<file path="src/rtl/ir_queue_pkg.sv">
// Shared widths, field positions and bench knobs for the instruction queue.
// Instructions are laid out as {opcode, source_reg1, source_reg2, dest_reg}.
package ir_queue_pkg;

    localparam int OPCODE_WIDTH = 3;
    localparam int ADDR_WIDTH   = 6;
    localparam int INST_WIDTH   = OPCODE_WIDTH + 3 * ADDR_WIDTH;

    localparam int DEST_LSB   = 0;
    localparam int SRC2_LSB   = ADDR_WIDTH;
    localparam int SRC1_LSB   = 2 * ADDR_WIDTH;
    localparam int OPCODE_LSB = 3 * ADDR_WIDTH;

    localparam int IR_DEPTH = 4;

    localparam int NUM_IR_TEST = 10;
    localparam int PERIOD      = 10;
    localparam int DUTY        = 5;

    function automatic logic [INST_WIDTH-1:0] make_inst(
        input logic [OPCODE_WIDTH-1:0] op,
        input logic [ADDR_WIDTH-1:0]   src1,
        input logic [ADDR_WIDTH-1:0]   src2,
        input logic [ADDR_WIDTH-1:0]   dest
    );
        return {op, src1, src2, dest};
    endfunction

endpackage

</file>
<file path="src/rtl/ir_queue_mem.sv">
// Queue storage: registered write, asynchronous read so the head is visible
// in the same cycle the read pointer points at it. Contents are never reset.
module ir_queue_mem
    import ir_queue_pkg::*;
#(
    parameter int DEPTH = IR_DEPTH,
    parameter int WIDTH = INST_WIDTH,
    parameter int PTR_W = $clog2(DEPTH)
) (
    input  logic             clk,
    input  logic             we,
    input  logic [PTR_W-1:0] waddr,
    input  logic [WIDTH-1:0] wdata,
    input  logic [PTR_W-1:0] raddr,
    output logic [WIDTH-1:0] rdata
);

    logic [WIDTH-1:0] mem_reg [DEPTH];

    always_ff @(posedge clk) begin
        if (we) begin
            mem_reg[waddr] <= wdata;
        end
    end

    assign rdata = mem_reg[raddr];

endmodule

</file>
<file path="src/rtl/ir_queue.sv">
// Instruction queue between fetch and decode: DEPTH-entry FIFO with field
// slicing of the head and a RAW flag against the last issued destination.
module ir_queue #(
    parameter int OPCODE_WIDTH = ir_queue_pkg::OPCODE_WIDTH,
    parameter int ADDR_WIDTH   = ir_queue_pkg::ADDR_WIDTH,
    parameter int DEPTH        = ir_queue_pkg::IR_DEPTH
) (
    input  logic                                       clk,
    input  logic                                       rst,
    input  logic [OPCODE_WIDTH+3*ADDR_WIDTH-1:0]       ram_inst_out,
    input  logic                                       ram_inst_valid,
    output logic                                       ir_ready,
    output logic                                       ir_valid,
    input  logic                                       decode_ready,
    input  logic                                       flush,
    output logic [OPCODE_WIDTH-1:0]                    opcode,
    output logic [ADDR_WIDTH-1:0]                      source_reg1,
    output logic [ADDR_WIDTH-1:0]                      source_reg2,
    output logic [ADDR_WIDTH-1:0]                      dest_reg,
    output logic [$clog2(DEPTH+1)-1:0]                 count,
    output logic                                       raw_hazard
);

    localparam int INST_WIDTH = OPCODE_WIDTH + 3 * ADDR_WIDTH;
    localparam int PTR_W      = $clog2(DEPTH);
    localparam int CNT_W      = $clog2(DEPTH + 1);
    localparam logic [CNT_W-1:0] FULL_COUNT = CNT_W'(DEPTH);

    logic [PTR_W-1:0]      wr_ptr_reg;
    logic [PTR_W-1:0]      rd_ptr_reg;
    logic [CNT_W-1:0]      count_reg;
    logic [ADDR_WIDTH-1:0] last_dest_reg;
    logic                  last_dest_valid_reg;
    logic [INST_WIDTH-1:0] head;
    logic                  push;
    logic                  pop;

    // Handshake flags decode from the occupancy register only.
    assign ir_ready = (count_reg != FULL_COUNT);
    assign ir_valid = (count_reg != '0);
    assign push     = ram_inst_valid & ir_ready;
    assign pop      = ir_valid & decode_ready;
    assign count    = count_reg;

    ir_queue_mem #(
        .DEPTH (DEPTH),
        .WIDTH (INST_WIDTH),
        .PTR_W (PTR_W)
    ) u_mem (
        .clk   (clk),
        .we    (push & ~flush),
        .waddr (wr_ptr_reg),
        .wdata (ram_inst_out),
        .raddr (rd_ptr_reg),
        .rdata (head)
    );

    always_ff @(posedge clk or posedge rst) begin
        if (rst) begin
            wr_ptr_reg          <= '0;
            rd_ptr_reg          <= '0;
            count_reg           <= '0;
            last_dest_reg       <= '0;
            last_dest_valid_reg <= 1'b0;
        end else if (flush) begin
            // Last_Dest keeps its value; only its valid bit is dropped.
            wr_ptr_reg          <= '0;
            rd_ptr_reg          <= '0;
            count_reg           <= '0;
            last_dest_valid_reg <= 1'b0;
        end else begin
            if (push) begin
                wr_ptr_reg <= wr_ptr_reg + PTR_W'(1);
            end
            if (pop) begin
                rd_ptr_reg          <= rd_ptr_reg + PTR_W'(1);
                last_dest_reg       <= head[ADDR_WIDTH-1:0];
                last_dest_valid_reg <= 1'b1;
            end
            case ({push, pop})
                2'b10:   count_reg <= count_reg + CNT_W'(1);
                2'b01:   count_reg <= count_reg - CNT_W'(1);
                default: count_reg <= count_reg;
            endcase
        end
    end

    always_comb begin
        opcode      = '0;
        source_reg1 = '0;
        source_reg2 = '0;
        dest_reg    = '0;
        if (ir_valid) begin
            opcode      = head[INST_WIDTH-1:3*ADDR_WIDTH];
            source_reg1 = head[3*ADDR_WIDTH-1:2*ADDR_WIDTH];
            source_reg2 = head[2*ADDR_WIDTH-1:ADDR_WIDTH];
            dest_reg    = head[ADDR_WIDTH-1:0];
        end
    end

    // Informational only: the queue never stalls on a hazard.
    assign raw_hazard = ir_valid & last_dest_valid_reg &
                        ((source_reg1 == last_dest_reg) | (source_reg2 == last_dest_reg));

endmodule

</file>
<file path="config.mk">
export PLATFORM = sky130hd
export DESIGN_NAME = ir_queue
export DESIGN_NICKNAME = d
export VERILOG_FILES = /design/src/rtl/ir_queue_pkg.sv /design/src/rtl/ir_queue_mem.sv /design/src/rtl/ir_queue.sv
export SDC_FILE = /design/constraint.sdc
export NUM_CORES = 1
export LEC_CHECK = 0
export ABC_AREA = 0
export ABC_CLOCK_PERIOD_IN_PS = 2400
export CAP_MARGIN = 20
export CORE_UTILIZATION = 51
export CTS_CLUSTER_SIZE = 24
export DETAILED_ROUTE_END_ITERATION = 7
export PLACE_DENSITY = 0.74
export REMOVE_ABC_BUFFERS = 1
export SLEW_MARGIN = 0
export SYNTH_ARGS = -nofsm -noshare
export SYNTH_HDL_FRONTEND = slang
export SYNTH_SLANG_ARGS = --single-unit
</file>
<file path="constraint.sdc">
create_clock -name clk -period 2.4 [get_ports clk]
set_input_delay 0.24 -clock clk [delete_from_list [all_inputs] [get_ports clk]]
set_output_delay 0.24 -clock clk [all_outputs]
set_load 0.01 [all_outputs]
</file>
==> flow_metrics.py <==
metrics = {
    "run_status": {
        "status": "finished with violations",
        "failed_checks": "setup timing",
    },
    "finish": {
        "synthToLayoutAreaGrowth_pct": 30.0,
        "largest_reg_flops": 84,
        "fin_util_pct": 69.4,
        "num-nets-final": 385,
        "drive_gt1_share_pct": 34.3,
        "fin_area_um2": 5450,
        "diodes": 0,
    },
    "clock_tree": {
        "cts_tree": "built",
        "clk_path_buf_depth": 2,
        "cts_buffers": 9,
        "clock_latency_ns": 0.37,
        "numClockSinks": 98,
        "cts_root_buf": "clkbuf_8",
        "cts_max_level": 3,
        "hold_buffers": 0,
        "path_clk_slew_ns": 0.09,
    },
    "global_routing": {
        "grt_max_degree": 22,
        "gr-usage-all-layers_pct": 21.9,
        "grt_pass1_vias": 2639,
        "grt_pass1_wl_mm": 13.4,
        "grt_antenna_before_repair": 0,
        "overflow": 0,
    },
    "route": {
        "wirelength_mm": 8.58,
        "dr.first_iter.drc_count": 204,
        "routedWlPerCell_um": 18.6,
        "drtPass1Iterations": 4,
        "ant_nets": 0,
        "drc_errors": 0,
        "vias": 2549,
        "viasPerCell": 5.53,
    },
    "sta": {
        "fmax_ghz": 0.356,
        "setup_viol": 4,
        "period_needed_ns": 2.81,
        "hold_violations": 0,
        "tightest_slew_ns": 0.563,
        "drv_slew": 0,
        "relSlewSlack_pct": 62.4,
        "setup_ws_ns": -0.412,
        "fin_worst_skew_ns": 0.00605,
        "rsz0062_at_grt": "yes",
        "finalCritPeriodShare_pct": 117,
    },
    "critical_path": {
        "arrival_ns": 2.57,
        "reg2reg_setup_slack_ns": 0.31,
        "reg2regPathDepth": 8,
        "critPathLaunchType": "register",
        "worstPathMaxFanout": 5,
        "r2r-start": "count[0]",
        "timing.rr.end": "count[2]",
        "path_class": "reg2out",
        "critPathCaptureType": "output pin",
        "crit_required_ns": 2.16,
    },
    "placement": {
        "hpwl_mm": 5.64,
        "place_congestion": 0.769,
        "place_area_um2": 5060,
        "io_buffers": 52,
    },
    "synthesis": {
        "synth_cells": 246,
        "synth_seq_area_share_pct": 68.6,
        "synth_ff_type": "edfxtp_1",
        "synth.avg_cell_area_um2": 17.0,
        "yosys-top-cells-count": "edfxtp_1, and2_1, mux4_2",
        "synth_top_area_cell": "edfxtp_1",
        "ys_seq_elements": 98,
        "syn_area_um2": 4190,
        "synth-edff-count": 84,
        "synth.most_common_cell": "edfxtp_1",
        "synth_top_cells_by_area": "edfxtp_1, dfrtp_1, mux4_2",
        "async_flop_share_pct": 14.3,
        "synth_top_area_share_pct": 60.2,
        "yosysWarnings": 0,
        "ys_types": 41,
    },
    "floorplanning": {
        "fp.dieW_um": 92.6,
        "core-area_um2": 7850,
        "die_h_um": 92.6,
        "initial_utilization_pct": 53.4,
        "ios": 53,
        "dieArea_um2": 8580,
        "num_rows": 32,
    },
    "power_and_ir_drop": {
        "ir_drop_uv": 521,
        "p_per_area_nw_per_um2": 1080,
        "p_leak_nw": 2.06,
    },
    "min_path": {
        "hold_path.class": "in2async",
    },
    "flow_run": {
        "cap_viol_max_count": 0,
    },
}
## final cells by class
cell class,instances,area [um2]
inverters,10,37.5
clock buffers,9,124
well taps,102,128
fillers,540,2400
clock inverters,7,100
flip-flops and latches,98,2870
repair buffers,107,926
multi-input cells,128,1260
## routing by layer
layer	wire length, um	track usage (%)	share of wire, %
met2	4270	35.4	50
met3	533	4.60	6.2
met5	0	0	0
met4	211	10.3	2.5
met1	3570	28.4	42
## kinds of logic (layout without fill, tap and decap cells)
logic type	Yosys count	after routing	synth area share, %
DFF	98	98	68.6
and+or+nand+nor	53	53	7.14
muxes	32	32	13.8
AOI/OAI and AO/OA	28	28	4.33
buffers and inverters	20	133	2.36
xor gates and xnor gates	10	10	2.09
adders and majority gates	5	5	1.67
## repair_timing
item / CTS / global route
pin swaps: 5 / 4
setup buffers: 8 / 10
setup endpoints to repair: 21 / 14
cloned: 0 / 0
gates resized for setup: 34 / 41
## through the flow
stage | power, mW | setup slack [ns] | TNS (ns) | std cells | hold WS, ns
final | 5.88 | -0.412 | -0.541 | 461 | 0.225
after global routing | 6.21 | -0.527 | -0.919 | 461 | 0.273
after CTS | 5.72 | -0.348 | -0.555 | 452 | 0.236
after detailed placement | 4.53 | -0.503 | -0.503 | 428 | 0.540
after global placement | 4.48 | -0.471 | -0.471 | 428 | 0.542
after floorplan | 3.36 | -0.468 | -0.468 | 236 | 0.129
## where the power goes
group,switching (mW),internal [mW]
registers,0.148,2.04
logic,1.16,1.36
clock network,0.573,0.595
## critical path: stages (launching register included)
cell and delay [ns]:
dfrtp_2 0.45, buf_6 0.12, mux4_2 0.51, a222oi_1 0.47, nor4b_4 0.29, a211oi_2 0.06
o32ai_2 0.12, buf_2 0.18
## worst max path at each step
stage / cells past startpoint / from / end / slack (ns)
6_report: 7 / rd_ptr_reg[0] / raw_hazard / -0.41
3_3_place_gp: 7 / rd_ptr_reg[0] / raw_hazard / -0.47
4_1_cts: 7 / rd_ptr_reg[0] / raw_hazard / -0.35
5_1_grt: 7 / rd_ptr_reg[0] / raw_hazard / -0.53
2_1_floorplan: 5 / rd_ptr_reg[0] / raw_hazard / -0.47
3_5_place_dp: 7 / rd_ptr_reg[0] / raw_hazard / -0.50
## placed cells by master (no fill, tap or decap), types with 6 or more instances in the layout
master	n
inv_1	10
xnor2_1	8
and2_1	15
dfrtp_1	13
clkbuf_2	8
mux2i_1	8
nand2_1	8
and2_4	7
dlygate4sd2_1	6
clkbuf_8	9
buf_6	8
buf_4	47
edfxtp_1	84
nor2_1	10
mux4_2	19
a21oi_1	7
clkdlybuf4s50_1	30
Note: power is estimated with default switching activity, not from simulation.
